### src/rtl/ccff_loader_pkg.sv
// ---------------------------------------------------------------------------
// ccff_loader_pkg: shared state encoding and CRC-8 helper for the ccff loader.
// Rev 1.0
// ---------------------------------------------------------------------------
`default_nettype none

package ccff_loader_pkg;

  typedef enum logic [1:0] {
    IDLE = 2'd0,
    LOAD = 2'd1,
    RB   = 2'd2,
    DONE = 2'd3
  } state_t;

  localparam logic [7:0] CRC8_POLY = 8'h07;

  // MSB-first serial CRC-8 update for one bit.
  function automatic logic [7:0] crc8_step(input logic [7:0] crc, input logic b);
    logic fb;
    fb = crc[7] ^ b;
    return fb ? ((crc << 1) ^ CRC8_POLY) : (crc << 1);
  endfunction

endpackage

`default_nettype wire

### src/rtl/ccff_word_serializer.sv
// ---------------------------------------------------------------------------
// ccff_word_serializer: holding register + MSB-first shift register feeding
// one bit per take; reloads from holding on the last bit so streaming is gapless.
// Rev 1.0
// ---------------------------------------------------------------------------
`default_nettype none

module ccff_word_serializer #(
  parameter int WORD_W  = 8,
  parameter int N_WORDS = 8
) (
  input  logic              prog_clk,
  input  logic              prog_reset,
  input  logic              clear,
  input  logic              active,
  input  logic              take,
  input  logic [WORD_W-1:0] bs_data,
  input  logic              bs_valid,
  output logic              bs_ready,
  output logic              bit_avail,
  output logic              bit_val
);
  localparam int SC_W = $clog2(WORD_W + 1);
  localparam int WA_W = $clog2(N_WORDS + 1);

  logic [WORD_W-1:0] hold_q, hold_d, sh_q, sh_d;
  logic              hold_vld_q, hold_vld_d;
  logic [SC_W-1:0]   sh_cnt_q, sh_cnt_d;
  logic [WA_W-1:0]   words_q, words_d;
  logic              accept;

  assign bs_ready  = active && !hold_vld_q && (words_q < WA_W'(N_WORDS));
  assign accept    = bs_ready && bs_valid;
  assign bit_avail = (sh_cnt_q != '0) || hold_vld_q;
  // An empty shifter issues straight from holding so the first bit loses no cycle.
  assign bit_val   = (sh_cnt_q != '0) ? sh_q[WORD_W-1] : hold_q[WORD_W-1];

  always_comb begin
    hold_d     = hold_q;
    hold_vld_d = hold_vld_q;
    sh_d       = sh_q;
    sh_cnt_d   = sh_cnt_q;
    words_d    = words_q;
    if (take) begin
      if (sh_cnt_q == '0) begin
        sh_d       = hold_q << 1;
        sh_cnt_d   = SC_W'(WORD_W - 1);
        hold_vld_d = 1'b0;
      end else if (sh_cnt_q == SC_W'(1) && hold_vld_q) begin
        sh_d       = hold_q;
        sh_cnt_d   = SC_W'(WORD_W);
        hold_vld_d = 1'b0;
      end else begin
        sh_d     = sh_q << 1;
        sh_cnt_d = sh_cnt_q - 1'b1;
      end
    end
    if (accept) begin
      hold_d     = bs_data;
      hold_vld_d = 1'b1;
      words_d    = words_q + 1'b1;
    end
    if (clear) begin
      hold_d     = '0;
      hold_vld_d = 1'b0;
      sh_d       = '0;
      sh_cnt_d   = '0;
      words_d    = '0;
    end
  end

  always_ff @(posedge prog_clk or posedge prog_reset) begin
    if (prog_reset) begin
      hold_q     <= '0;
      hold_vld_q <= 1'b0;
      sh_q       <= '0;
      sh_cnt_q   <= '0;
      words_q    <= '0;
    end else begin
      hold_q     <= hold_d;
      hold_vld_q <= hold_vld_d;
      sh_q       <= sh_d;
      sh_cnt_q   <= sh_cnt_d;
      words_q    <= words_d;
    end
  end

endmodule

`default_nettype wire

### src/rtl/ccff_bitstream_loader.sv
// ---------------------------------------------------------------------------
// ccff_bitstream_loader: serialises bitstream words onto a ccff chain head.
// Optional tail readback with CRC-8 compare when CCFF_READBACK_EN is defined.
// Rev 1.0
// ---------------------------------------------------------------------------
`default_nettype none

module ccff_bitstream_loader
  import ccff_loader_pkg::*;
#(
  parameter int CHAIN_LEN = 64,
  parameter int WORD_W    = 8
) (
  input  logic              prog_clk,
  input  logic              prog_reset,
  input  logic              start,
  input  logic [WORD_W-1:0] bs_data,
  input  logic              bs_valid,
  output logic              bs_ready,
  output logic              ccff_head,
  output logic              ccff_clk_en,
  input  logic              ccff_tail,
  output logic              busy,
  output logic              done,
  output logic              err
);
  localparam int CNT_W   = $clog2(CHAIN_LEN + 1);
  localparam int N_WORDS = (CHAIN_LEN + WORD_W - 1) / WORD_W;

  state_t           state_q, state_d;
  logic [CNT_W-1:0] bit_cnt_q, bit_cnt_d;
  logic             head_q, head_d, clk_en_q, clk_en_d;
  logic             bit_avail, bit_val, take, ser_clear;

`ifdef CCFF_READBACK_EN
  logic [CNT_W-1:0] rb_cnt_q, rb_cnt_d;
  logic [7:0]       crc_load_q, crc_load_d, crc_tail_q, crc_tail_d;
  logic             err_q, err_d;
`endif

  assign ser_clear = start && (state_q == IDLE || state_q == DONE);
  assign take      = (state_q == LOAD) && (bit_cnt_q != CNT_W'(CHAIN_LEN)) && bit_avail;

  ccff_word_serializer #(
    .WORD_W  (WORD_W),
    .N_WORDS (N_WORDS)
  ) u_ser (
    .prog_clk   (prog_clk),
    .prog_reset (prog_reset),
    .clear      (ser_clear),
    .active     (state_q == LOAD),
    .take       (take),
    .bs_data    (bs_data),
    .bs_valid   (bs_valid),
    .bs_ready   (bs_ready),
    .bit_avail  (bit_avail),
    .bit_val    (bit_val)
  );

  always_comb begin
    state_d   = state_q;
    bit_cnt_d = bit_cnt_q;
    head_d    = head_q;
    clk_en_d  = 1'b0;
`ifdef CCFF_READBACK_EN
    rb_cnt_d   = rb_cnt_q;
    crc_load_d = crc_load_q;
    crc_tail_d = crc_tail_q;
    err_d      = err_q;
`endif
    // A starved cycle leaves ccff_head untouched and gates the chain clock.
    if (take) begin
      head_d    = bit_val;
      clk_en_d  = 1'b1;
      bit_cnt_d = bit_cnt_q + 1'b1;
`ifdef CCFF_READBACK_EN
      crc_load_d = crc8_step(crc_load_q, bit_val);
`endif
    end
    case (state_q)
      IDLE, DONE: begin
        if (start) begin
          state_d   = LOAD;
          bit_cnt_d = '0;
`ifdef CCFF_READBACK_EN
          rb_cnt_d   = '0;
          crc_load_d = 8'h00;
          crc_tail_d = 8'h00;
          err_d      = 1'b0;
`endif
        end
      end
      LOAD: begin
        if (bit_cnt_q == CNT_W'(CHAIN_LEN)) begin
`ifdef CCFF_READBACK_EN
          state_d = RB;
`else
          state_d = DONE;
`endif
        end
      end
`ifdef CCFF_READBACK_EN
      RB: begin
        crc_tail_d = crc8_step(crc_tail_q, ccff_tail);
        rb_cnt_d   = rb_cnt_q + 1'b1;
        if (rb_cnt_q == CNT_W'(CHAIN_LEN - 1)) begin
          state_d = DONE;
          err_d   = (crc_load_q != crc8_step(crc_tail_q, ccff_tail));
        end
      end
`endif
      default: state_d = IDLE;
    endcase
  end

  always_ff @(posedge prog_clk or posedge prog_reset) begin
    if (prog_reset) begin
      state_q   <= IDLE;
      bit_cnt_q <= '0;
      head_q    <= 1'b0;
      clk_en_q  <= 1'b0;
`ifdef CCFF_READBACK_EN
      rb_cnt_q   <= '0;
      crc_load_q <= 8'h00;
      crc_tail_q <= 8'h00;
      err_q      <= 1'b0;
`endif
    end else begin
      state_q   <= state_d;
      bit_cnt_q <= bit_cnt_d;
      head_q    <= head_d;
      clk_en_q  <= clk_en_d;
`ifdef CCFF_READBACK_EN
      rb_cnt_q   <= rb_cnt_d;
      crc_load_q <= crc_load_d;
      crc_tail_q <= crc_tail_d;
      err_q      <= err_d;
`endif
    end
  end

`ifdef CCFF_READBACK_EN
  // Readback rotates the chain: tail loops straight back to head every cycle.
  assign ccff_head   = (state_q == RB) ? ccff_tail : head_q;
  assign ccff_clk_en = clk_en_q || (state_q == RB);
  assign err         = err_q;
`else
  logic unused_tail;
  assign unused_tail = ccff_tail;
  assign ccff_head   = head_q;
  assign ccff_clk_en = clk_en_q;
  assign err         = 1'b0;
`endif

  assign busy = (state_q == LOAD) || (state_q == RB);
  assign done = (state_q == DONE);

endmodule

`default_nettype wire

### config.mk
export PLATFORM = sky130hd
export DESIGN_NAME = ccff_bitstream_loader
export DESIGN_NICKNAME = d
export VERILOG_FILES = /design/src/rtl/ccff_loader_pkg.sv /design/src/rtl/ccff_word_serializer.sv /design/src/rtl/ccff_bitstream_loader.sv
export SDC_FILE = /design/constraint.sdc
export NUM_CORES = 1
export LEC_CHECK = 0
export ABC_AREA = 1
export CAP_MARGIN = 15
export CORE_ASPECT_RATIO = 0.6
export CORE_UTILIZATION = 57
export CTS_CLUSTER_SIZE = 28
export DETAILED_ROUTE_END_ITERATION = 16
export PLACE_DENSITY = 0.79
export SLEW_MARGIN = 10
export SYNTH_ARGS = -nofsm -noshare
export SYNTH_HDL_FRONTEND = slang
export SYNTH_SLANG_ARGS = --single-unit
export TNS_END_PERCENT = 50
### constraint.sdc
create_clock -name prog_clk -period 1.9 [get_ports prog_clk]
set_input_delay 0.285 -clock prog_clk [delete_from_list [all_inputs] [get_ports prog_clk]]
set_output_delay 0.285 -clock prog_clk [all_outputs]
set_load 0.01 [all_outputs]
==> flow_summary.yaml <==
cts:
  clk_pin_slew_ns: 0.08
  cts_tree: "built"
  h-tree-depth: 2
  root_buffer: "clkbuf_8"
  cts_buffers: 5
  clock_sinks: 36
  clockBufferDepth: 2
  clk-insertion-delay-late_ns: 0.30
synthesis:
  ys_seq_area_share_pct: 43.7
  synthDistinctLibCells: 29
  ys_ff_latch: 36
  synth_warnings: 0
  synthesis.area_mm2: 0.00206
  synth_nets: 271
  avgSynthCellArea_um2: 8.31
  synthCells: 248
setup_path:
  crit_required_ns: 1.62
  reg2reg_slack_ns: 0.21
  setup.worst_path.start: "state_q[0]"
  critPathMaxFanout: 5
  max_stage_delay_ns: 0.42
  cp_slowest_cell: "dfrtp_1"
  cp-end-kind: "primary output"
  cpMostUsedCell: "inv_1"
  arrival_ns: 1.48
  worst-setup-path-type: "flop to primary output"
  path_cells: "inv_1 -> ha_1 -> inv_1 -> dlygate4sd2_1"
  r2r_start: "bit_cnt_q[0]"
  critPathLaunchType: "flop"
  cp_top_family: "buffers and inverters"
  cp_num_buf_inv: 3
sta:
  setup_viol: 0
  finalCritPeriodShare_pct: 92.8
  fin_worst_skew_ns: 0.00552
  setup_ws_ns: 0.136
  rsz0062_at_grt: "no"
  slew_viol_final: 0
  finalHoldViolations: 0
  fmax_mhz: 567
  period_needed_ns: 1.76
  fin_setup_tns_ns: 0
global_routing:
  antenna_found_initial: 0
  grt_overflow_total: 0
  first_global_vias: 1685
  grt_pass1_wl_um: 7800
  grt_max_degree: 37
  track_usage_pct: 27.1
place:
  gp_congestion: 0.854
  dp_hpwl_um: 3090
  pre_cts_slack_ns: 0.177
  portBuffers: 16
  dp_cells: 307
final_layout:
  drive_above_1_share_pct: 14.1
  area_growth_pct: 16.6
  final_nets: 292
  fin_cells: 315
  n_antenna_cell: 0
  final_core_util_pct: 71.9
drt:
  dr.pass1.iters: 4
  vias: 1692
  wire_per_inst_um: 13.9
  routed_wl_um: 4380
  drtAntennaViolNets: 0
  route.detailed.drc: 0
  drt_iter0_drc: 178
  routed_via_density: 5.37
power_and_ir_drop:
  p_leak_nw: 1.22
  cellPowerDensity_mw_per_mm2: 1680
  max-vdd-ir-drop_mv: 0.939
  p_total_mw: 4.03
min_path:
  hold_class: "input port to asynchronous set/reset pin"
floorplanning:
  die_y_um: 48.6
  design.die.area_mm2: 0.00387
  die_w_um: 79.6
  row_count: 16
  core_area_mm2: 0.00334
  ioPinCount: 19
  start_util_pct: 61.6
outcome:
  status: "finished, final reports clean"
job:
  maxCapViolCount: 0
[state kept, by name (all words and copies together), names as in the netlist]
signal and count:
ccff_clk_en 1, ccff_head 1, u_ser.sh_q 8, u_ser.hold_vld_q 1
u_ser.sh_cnt_q 4, u_ser.words_q 4, state_q 2, bit_cnt_q 7
u_ser.hold_q 8
[area by class of cell]
type	count	area [um^2]
clock inverters	3	90.1
flip-flops and latches	36	901
multi-input cells	175	975
well taps	45	56.3
clock buffers	5	68.8
inverters	29	109
fillers	256	941
repair buffers	22	203
[synthesized netlist by cell type]
library cell | instances | share of area [%]
buf_6 | 3 | 1.6
o21ai_2 | 2 | 0.85
nand4_1 | 2 | 0.61
o21ai_1 | 2 | 0.49
a2bb2oi_1 | 2 | 0.85
dfrtp_1 | 36 | 44
nor3_1 | 1 | 0.24
nand3_1 | 31 | 7.5
buf_12 | 1 | 0.97
xor2_1 | 2 | 0.85
nand2_4 | 1 | 0.55
clkbuf_1 | 2 | 0.36
o22ai_1 | 2 | 0.61
nor2_1 | 8 | 1.5
nand2_2 | 1 | 0.30
inv_1 | 25 | 4.6
ha_1 | 10 | 6.1
inv_2 | 3 | 0.55
a21oi_1 | 7 | 1.7
clkinv_1 | 1 | 0.18
o31ai_1 | 1 | 0.36
nand2_1 | 77 | 14
conb_1 | 1 | 0.18
nand3_2 | 4 | 1.9
o211ai_2 | 7 | 4.2
nor2_8 | 1 | 0.97
nor2_2 | 5 | 1.5
o21ai_0 | 8 | 1.9
buf_4 | 2 | 0.73
[final timing paths]
path | end | cells after the start
max in group asynchronous | u_ser.sh_cnt_q[3] | 3
worst max-delay path | busy | 4
min in group prog_clk | u_ser.sh_q[6] | 2
worst min-delay path | u_ser.words_q[0] | 3
worst max register to register | u_ser.sh_q[0] | 10
worst min register to register | u_ser.sh_q[6] | 2
[cell usage in the layout, fill, tap and decap left out, types with 3 or more instances in the layout]
cell type,count
nand2_1,77
dfrtp_1,36
nand3_1,31
inv_1,25
clkdlybuf4s50_1,14
ha_1,10
nor2_1,8
o21ai_0,8
o211ai_2,7
a21oi_1,7
buf_4,6
nor2_2,5
clkbuf_8,5
nand3_2,4
inv_2,3
bufinv_16,3
[worst min-delay path: cells and delay by family]
kind | cells | cell delay (ns)
buf+inv | 3 | 0.82
[through the flow]
stage	hold WS [ns]	instance area (um^2)
5_1_grt	0.447	2400
3_5_place_dp	0.470	2250
3_3_place_gp	0.467	2250
2_1_floorplan	0.395	2060
6_report	0.376	2400
4_1_cts	0.397	2400
[metal layers]
layer  vias to the layer above  global-route usage, %  part of all wire, %
met4                         0                   10.6                  1.8
met1                       790                   39.6                   50
met5                         -                      0                    0
met3                        10                   5.28                  4.7
li1                        844                      -                    -
met2                        48                   39.7                   43
[report_power, final]
group / internal [mW] / switching [mW] / total (mW) / leakage (nW)
Sequential: 1.01 / 0.233 / 1.24 / 0.482
Combinational: 0.656 / 1.18 / 1.83 / 0.662
Clock: 0.657 / 0.300 / 0.957 / 0.0784
[logic make-up (layout without fill, tap and decap cells)]
kind of cell	after synthesis	in the layout	share of synthesized area, %
DFF	36	36	43.7
AOI/OAI and AO/OA	31	31	11.1
xor gates and xnor gates	2	2	0.850
buffers and inverters	37	59	8.99
and+or+nand+nor	131	131	29.1
other	1	1	0.182
adders and majority gates	10	10	6.07
[repair_timing]
| item | CTS | global route |
|---|---|---|
| setup buffers | 0 | 0 |
| resized for setup | 2 | 0 |
| hold buffers | 0 | 0 |
| endpoints found under the setup margin | 2 | 0 |
(Power assumes the default switching activity.)
==> patch 1: new RTL, same flow settings <==
`CHAIN_LEN`: 64 -> 32.
--- a/src/rtl/ccff_bitstream_loader.sv
+++ b/src/rtl/ccff_bitstream_loader.sv
@@ -8,7 +8,7 @@
 module ccff_bitstream_loader
   import ccff_loader_pkg::*;
 #(
-  parameter int CHAIN_LEN = 64,
+  parameter int CHAIN_LEN = 32,
   parameter int WORD_W    = 8
 ) (
   input  logic              prog_clk,
Check against the original RTL: same outputs for any inputs over 10 cycles, from zero or initial values and one cycle with prog_reset high; that may be too few to reach the edited logic, so the function may still have changed.
==> patch 1 against the original RTL <==
  * Sequential power fell by 7%
  * Global-route usage decreased by 3.3 points
  * Maximum frequency hardly changed
  * Critical path depth up 3
  * Routed wire length is 14% lower
  * Synthesized cell count fell by 6.5%
  * Sequential cell count fell by 2
  * Final area decreased by 9.1%
  * Clock skew decreased by 0.0032 ns
  * Register-to-register slack worse by 0.07 ns
  * Total power down 14%
  * Count of clock-buffer cells in the layout grew 3
  * Area after synthesis down 8.6%
  * Worst setup slack about the same
==> patch 1: results (changes against the original RTL) <==
All-Layer GR Usage 0.239 (was 0.271); Crit path largest cell delay around 0.43 ns; Resized cells post-CTS 2 (unchanged); FFs w/ async S/R, synth 1.00 (unchanged); max-slew violations 0 (unchanged); First DRT Iteration DRCs 149 (was 178); leakage 1.08 nW (was 1.22 nW); CTS Buf Count 5 (unchanged); clk_lat worst skew 0.28 ns (was 0.30 ns); vias 1,527 (was 1,692); filler instances 242 (was 256); Non-Filler Instances 296 (was 315); top cells by count, synth nand2_1, dfrtp_1, inv_1 (was nand2_1, dfrtp_1, nand3_1); postcts setup bufs 0 (unchanged); MaxCap Viol Count 0 (unchanged); Antenna Cells 0 (unchanged); ys flop type dfrtp_1 (unchanged); global-route wire length before repair 6150 µm (was 7800 µm); Seq/Total Area, Yosys 0.452 (was 0.437); layout cells sized above 1 0.0945 (was 0.141); Hold Crit Class in -> async (unchanged); Synth Warn # 0 (unchanged); CTS max path bufs 2 (unchanged); Net Count, Synth 255 (was 271); Syn Area/Cell 8.12 µm² (was 8.31 µm²); Worst-path clk slew approximately 0.070 ns; post-synthesis xor/xnor area fraction 0.0139 (was 0.00850); final WL 3770 µm (was 4380 µm); setup slack after placement 0.178 ns (was 0.177 ns); family with the most delay on the worst path simple AND/OR/NAND/NOR gates (was buffers and inverters); Critical-path top delay cell dfrtp_1 (unchanged); # H-tree levels 2 (unchanged); arrival time of the worst setup path 1.97 ns (was 1.48 ns); vias in the first global route 1,286 (was 1,685); Port Buffers 16 (unchanged); post-synthesis mux area share 0 (unchanged); Distinct cells, synth 29 (unchanged); Clock Tree Root clkbuf_8 (unchanged); largest net degree at the start of global routing 35 (was 37); VDD IR max 898 µV (was 939 µV); DP HPWL 2660 µm (was 3090 µm); largest registers u_ser.hold_q x8, u_ser.sh_q x8, bit_cnt_q x6 (was u_ser.hold_q x8, u_ser.sh_q x8, bit_cnt_q x7); antenna violations before repair 0 (unchanged); Compound-Gate Fraction of Synth Area 0.102 (was 0.111); post-synthesis adder-cell area fraction 0.0664 (was 0.0607); RePlAce Congestion 0.822 (was 0.854); run status complete, no violations (unchanged); DP Cell Count 288 (was 307); clk_skew 0.00234 ns (was 0.00552 ns); synth top area cells dfrtp_1, nand2_1, ha_1 (was dfrtp_1, nand2_1, nand3_1); crit-path max FO 9 (was 5); DP Area 0.00208 mm² (was 0.00225 mm²); drt pass-1 iters 4 (unchanged); Final nets 276 (was 292)
patch 1: cell count changes in the layout (fill, tap and decap cells not counted), moves of 7 or more:
cell,delta
nand3_1,-15
o21ai_0,+11
nand2_1,-10
inv_1,+7
o211ai_2,-7
patch 1: final timing paths:
| path | startpoint | depth (start not counted) | endpoint | slack, ns |
|---|---|---|---|---|
| min in group prog_clk | u_ser.sh_q[4] | 2 | u_ser.sh_q[4] | 0.48 |
| setup / recovery | state_q[0] | 7 | bit_cnt_q[1] | 0.14 |
| hold / removal | prog_reset | 3 | u_ser.words_q[1] | 0.39 |
| max in group asynchronous | prog_reset | 3 | u_ser.sh_q[1] | 1.21 |
| hold reg to reg | u_ser.sh_q[4] | 2 | u_ser.sh_q[4] | 0.48 |
| setup reg to reg | state_q[0] | 7 | bit_cnt_q[1] | 0.14 |
patch 1: worst register-to-register path: cells and delay by family (launching register included):
family / cells / cell delay, ns
flip-flops: 1 / 0.43
adder cells (fa/ha/maj): 1 / 0.31
AO/OA/AOI/OAI: 1 / 0.09
buffers and inverters: 2 / 0.18
AND/OR/NAND/NOR: 3 / 0.68
patch 1: area by class of cell:
class                           count  area [µm²]  area share
Multi-Input combinational cell    157         850       0.389
Clock buffer                        8         110      0.0504
Timing Repair Buffer               20         188      0.0859
Inverter                           35         134      0.0613
Sequential cell                    34         851       0.389
Tap cell                           42        52.6      0.0241
patch 1: where the power goes:
group	switching [mW]	internal, mW
registers	0.161	0.990
clock network	0.250	0.366
logic	1.11	0.592
patch 1: kinds of logic after synthesis:
group | Yosys count
AO/OA/AOI/OAI | 36
XOR/XNOR | 3
adder cells (fa/ha/maj) | 10
buffers and inverters | 41
flip-flops | 34
other | 1
AND/OR/NAND/NOR | 107
patch 1: layer usage:
layer  part of all wire  track usage  wire (µm)  up-vias
li1                   -            -          -      783
met1               0.52        0.357       1970      694
met4              0.013       0.0923         49        0
met2               0.40        0.326       1490       43
met5                  0            0          0        -
met3              0.068       0.0614        255        7
==> patch 2: new RTL, same settings <==
Without the edit above. `hold_q`, `sh_q` and `words_q` no longer have a reset.
--- a/src/rtl/ccff_word_serializer.sv
+++ b/src/rtl/ccff_word_serializer.sv
@@ -71,18 +71,18 @@
 
   always_ff @(posedge prog_clk or posedge prog_reset) begin
     if (prog_reset) begin
-      hold_q     <= '0;
       hold_vld_q <= 1'b0;
-      sh_q       <= '0;
       sh_cnt_q   <= '0;
-      words_q    <= '0;
     end else begin
-      hold_q     <= hold_d;
       hold_vld_q <= hold_vld_d;
-      sh_q       <= sh_d;
       sh_cnt_q   <= sh_cnt_d;
-      words_q    <= words_d;
     end
+  end
+
+  always_ff @(posedge prog_clk) begin
+    hold_q  <= hold_d;
+    sh_q    <= sh_d;
+    words_q <= words_d;
   end
 
 endmodule
Function: no difference found for any inputs over 10 cycles, from zero or initial values and one cycle with prog_reset high; that may be too few to reach the edited logic, so the function may still have changed.
==> patch 2 against the original RTL <==
  * Sequential cell count unchanged
  * Worst hold slack gained 0.0075 ns
  * Routed wire length down 5.8%
  * Largest cell class unchanged
  * Worst setup slack worse by 0.018 ns
  * Sequential share of layout area fell by 1.0 points
  * Total power fell by 13%
  * Utilization grew 0.77 points
  * Critical endpoint is now bs_ready
  * Final area decreased by 8.6%
  * Via count shrank 3.5%
  * Area after synthesis decreased by 8.0%
==> patch 2: results (changes against the original RTL) <==
Sw Share 0.442 (was 0.424); top cells by count, synth nand2_1, inv_1, o21ai_0 (was nand2_1, dfrtp_1, nand3_1); Distinct cells, synth 28 (was 29); Seq/Total Area, Yosys 0.422 (was 0.437); run status complete, no violations (unchanged); Antenna Cells 0 (unchanged); All-Layer GR Usage 0.265 (was 0.271); leakage 1.06 nW (was 1.22 nW); largest net degree at the start of global routing 17 (was 37); filler instances 246 (was 256); DP Cell Count 312 (was 307); Final nets 299 (was 292); Worst-path clk slew 0.08 ns (about the same); max-slew headroom at the worst pin 0.578; Net Count, Synth 278 (was 271); FFs w/ async S/R, synth 0.444 (was 1.00); # setup viols final 0 (unchanged); Critical-path top delay cell dfrtp_1 (unchanged); RePlAce Congestion 0.860 (was 0.854); ys flop type dfxtp_1 (was dfrtp_1); Clock Tree Root clkbuf_8 (unchanged); vias in the first global route 1,448 (was 1,685); crit-path max FO 3 (was 5); arrival time of the worst setup path 1.50 ns (was 1.48 ns); VDD IR max 888 µV (was 939 µV); layout cells sized above 1 0.0791 (was 0.141); postcts setup bufs 0 (unchanged); Crit path largest cell delay 0.40 ns (was 0.42 ns); Syn Inst Count 256 (was 248); final WL 4130 µm (was 4380 µm); DP HPWL 3070 µm (was 3090 µm); global-route wire length before repair 6960 µm (was 7800 µm); clk_skew 0.00363 ns (was 0.00552 ns); synth top area cells dfrtp_1, dfxtp_1, nand2_1 (was dfrtp_1, nand2_1, nand3_1); First DRT Iteration DRCs 167 (was 178); CTS max path bufs 2 (unchanged); Non-Filler Instances 320 (was 315); antenna violations before repair 0 (unchanged); vias 1,632 (was 1,692); CTS Buf Count 5 (unchanged)
[patch 2: changes by cell type after synthesis, sizes merged, moves of 2 or more]
cell and delta:
o21ai +14, nand3 -24, nand2 +6, a21oi +6, inv +8, dfrtp -20, o22ai +2, nor3 +2
dfxtp +20, a31oi +3, o211ai -7
[patch 2: kinds of logic after synthesis]
kind of cell / count (synthesis) / synth area share
xor+xnor: 2 / 0.00924
buf+inv: 44 / 0.103
compound gates: 48 / 0.135
flops: 36 / 0.422
fa+ha+maj: 9 / 0.0594
other cells: 1 / 0.00198
simple gates: 116 / 0.269
[patch 2: repair_timing]
item,4_1_cts,5_1_grt
endpoints found under the setup margin,2,2
resized for setup,2,1
gates cloned,0,0
[patch 2: critical path: cells and delay by family (launching register included)]
| family | cells | cell delay (ns) |
|---|---|---|
| DFF | 1 | 0.40 |
| buffers and inverters | 2 | 0.39 |
| adders and majority gates | 1 | 0.22 |
| and+or+nand+nor | 2 | 0.20 |
[patch 2: final cells by class]
class,instances,share of cell area
clock buffers,6,0.0428
clock inverters,2,0.00570
inverters,37,0.0639
multi-input cells,176,0.410
flip-flops and latches,36,0.365
well taps,42,0.0239
repair buffers,21,0.0889
[patch 2: stage by stage]
| step | setup WS (ns) | area (µm²) |
|---|---|---|
| global placement | 0.194 | 2090 |
| floorplan | 0.407 | 1900 |
| detailed placement | 0.150 | 2090 |
| CTS | 0.101 | 2190 |
| global route | -0.0209 | 2190 |
| finish | 0.118 | 2190 |
[patch 2: power by group through the flow]
stage	registers, mW	logic (mW)	clock network (mW)
3_3_place_gp	1.20	1.63	0
4_1_cts	1.20	1.68	0.629
6_report	1.20	1.69	0.624
5_1_grt	1.23	1.93	0.659
2_1_floorplan	1.16	1.24	0
3_5_place_dp	1.21	1.69	0
[patch 2: layer usage]
metal,GRT usage,part of all wire,wire [µm]
met5,0,0,0
met3,0.0554,0.069,286
met2,0.400,0.41,1680
met1,0.386,0.52,2140
met4,0.0692,0.0061,25
[patch 2: worst paths after layout]
| check | from | to | slack [ns] | depth (start not counted) |
|---|---|---|---|---|
| max reg2reg | state_q[1] | u_ser.words_q[2] | 0.21 | 9 |
| min | prog_reset | bit_cnt_q[1] | 0.38 | 2 |
| min reg2reg | u_ser.sh_q[4] | u_ser.sh_q[4] | 0.45 | 2 |
| min in group prog_clk | u_ser.sh_q[4] | u_ser.sh_q[4] | 0.45 | 2 |
| max | state_q[1] | bs_ready | 0.12 | 5 |
| max in group asynchronous | prog_reset | ccff_head | 1.11 | 2 |
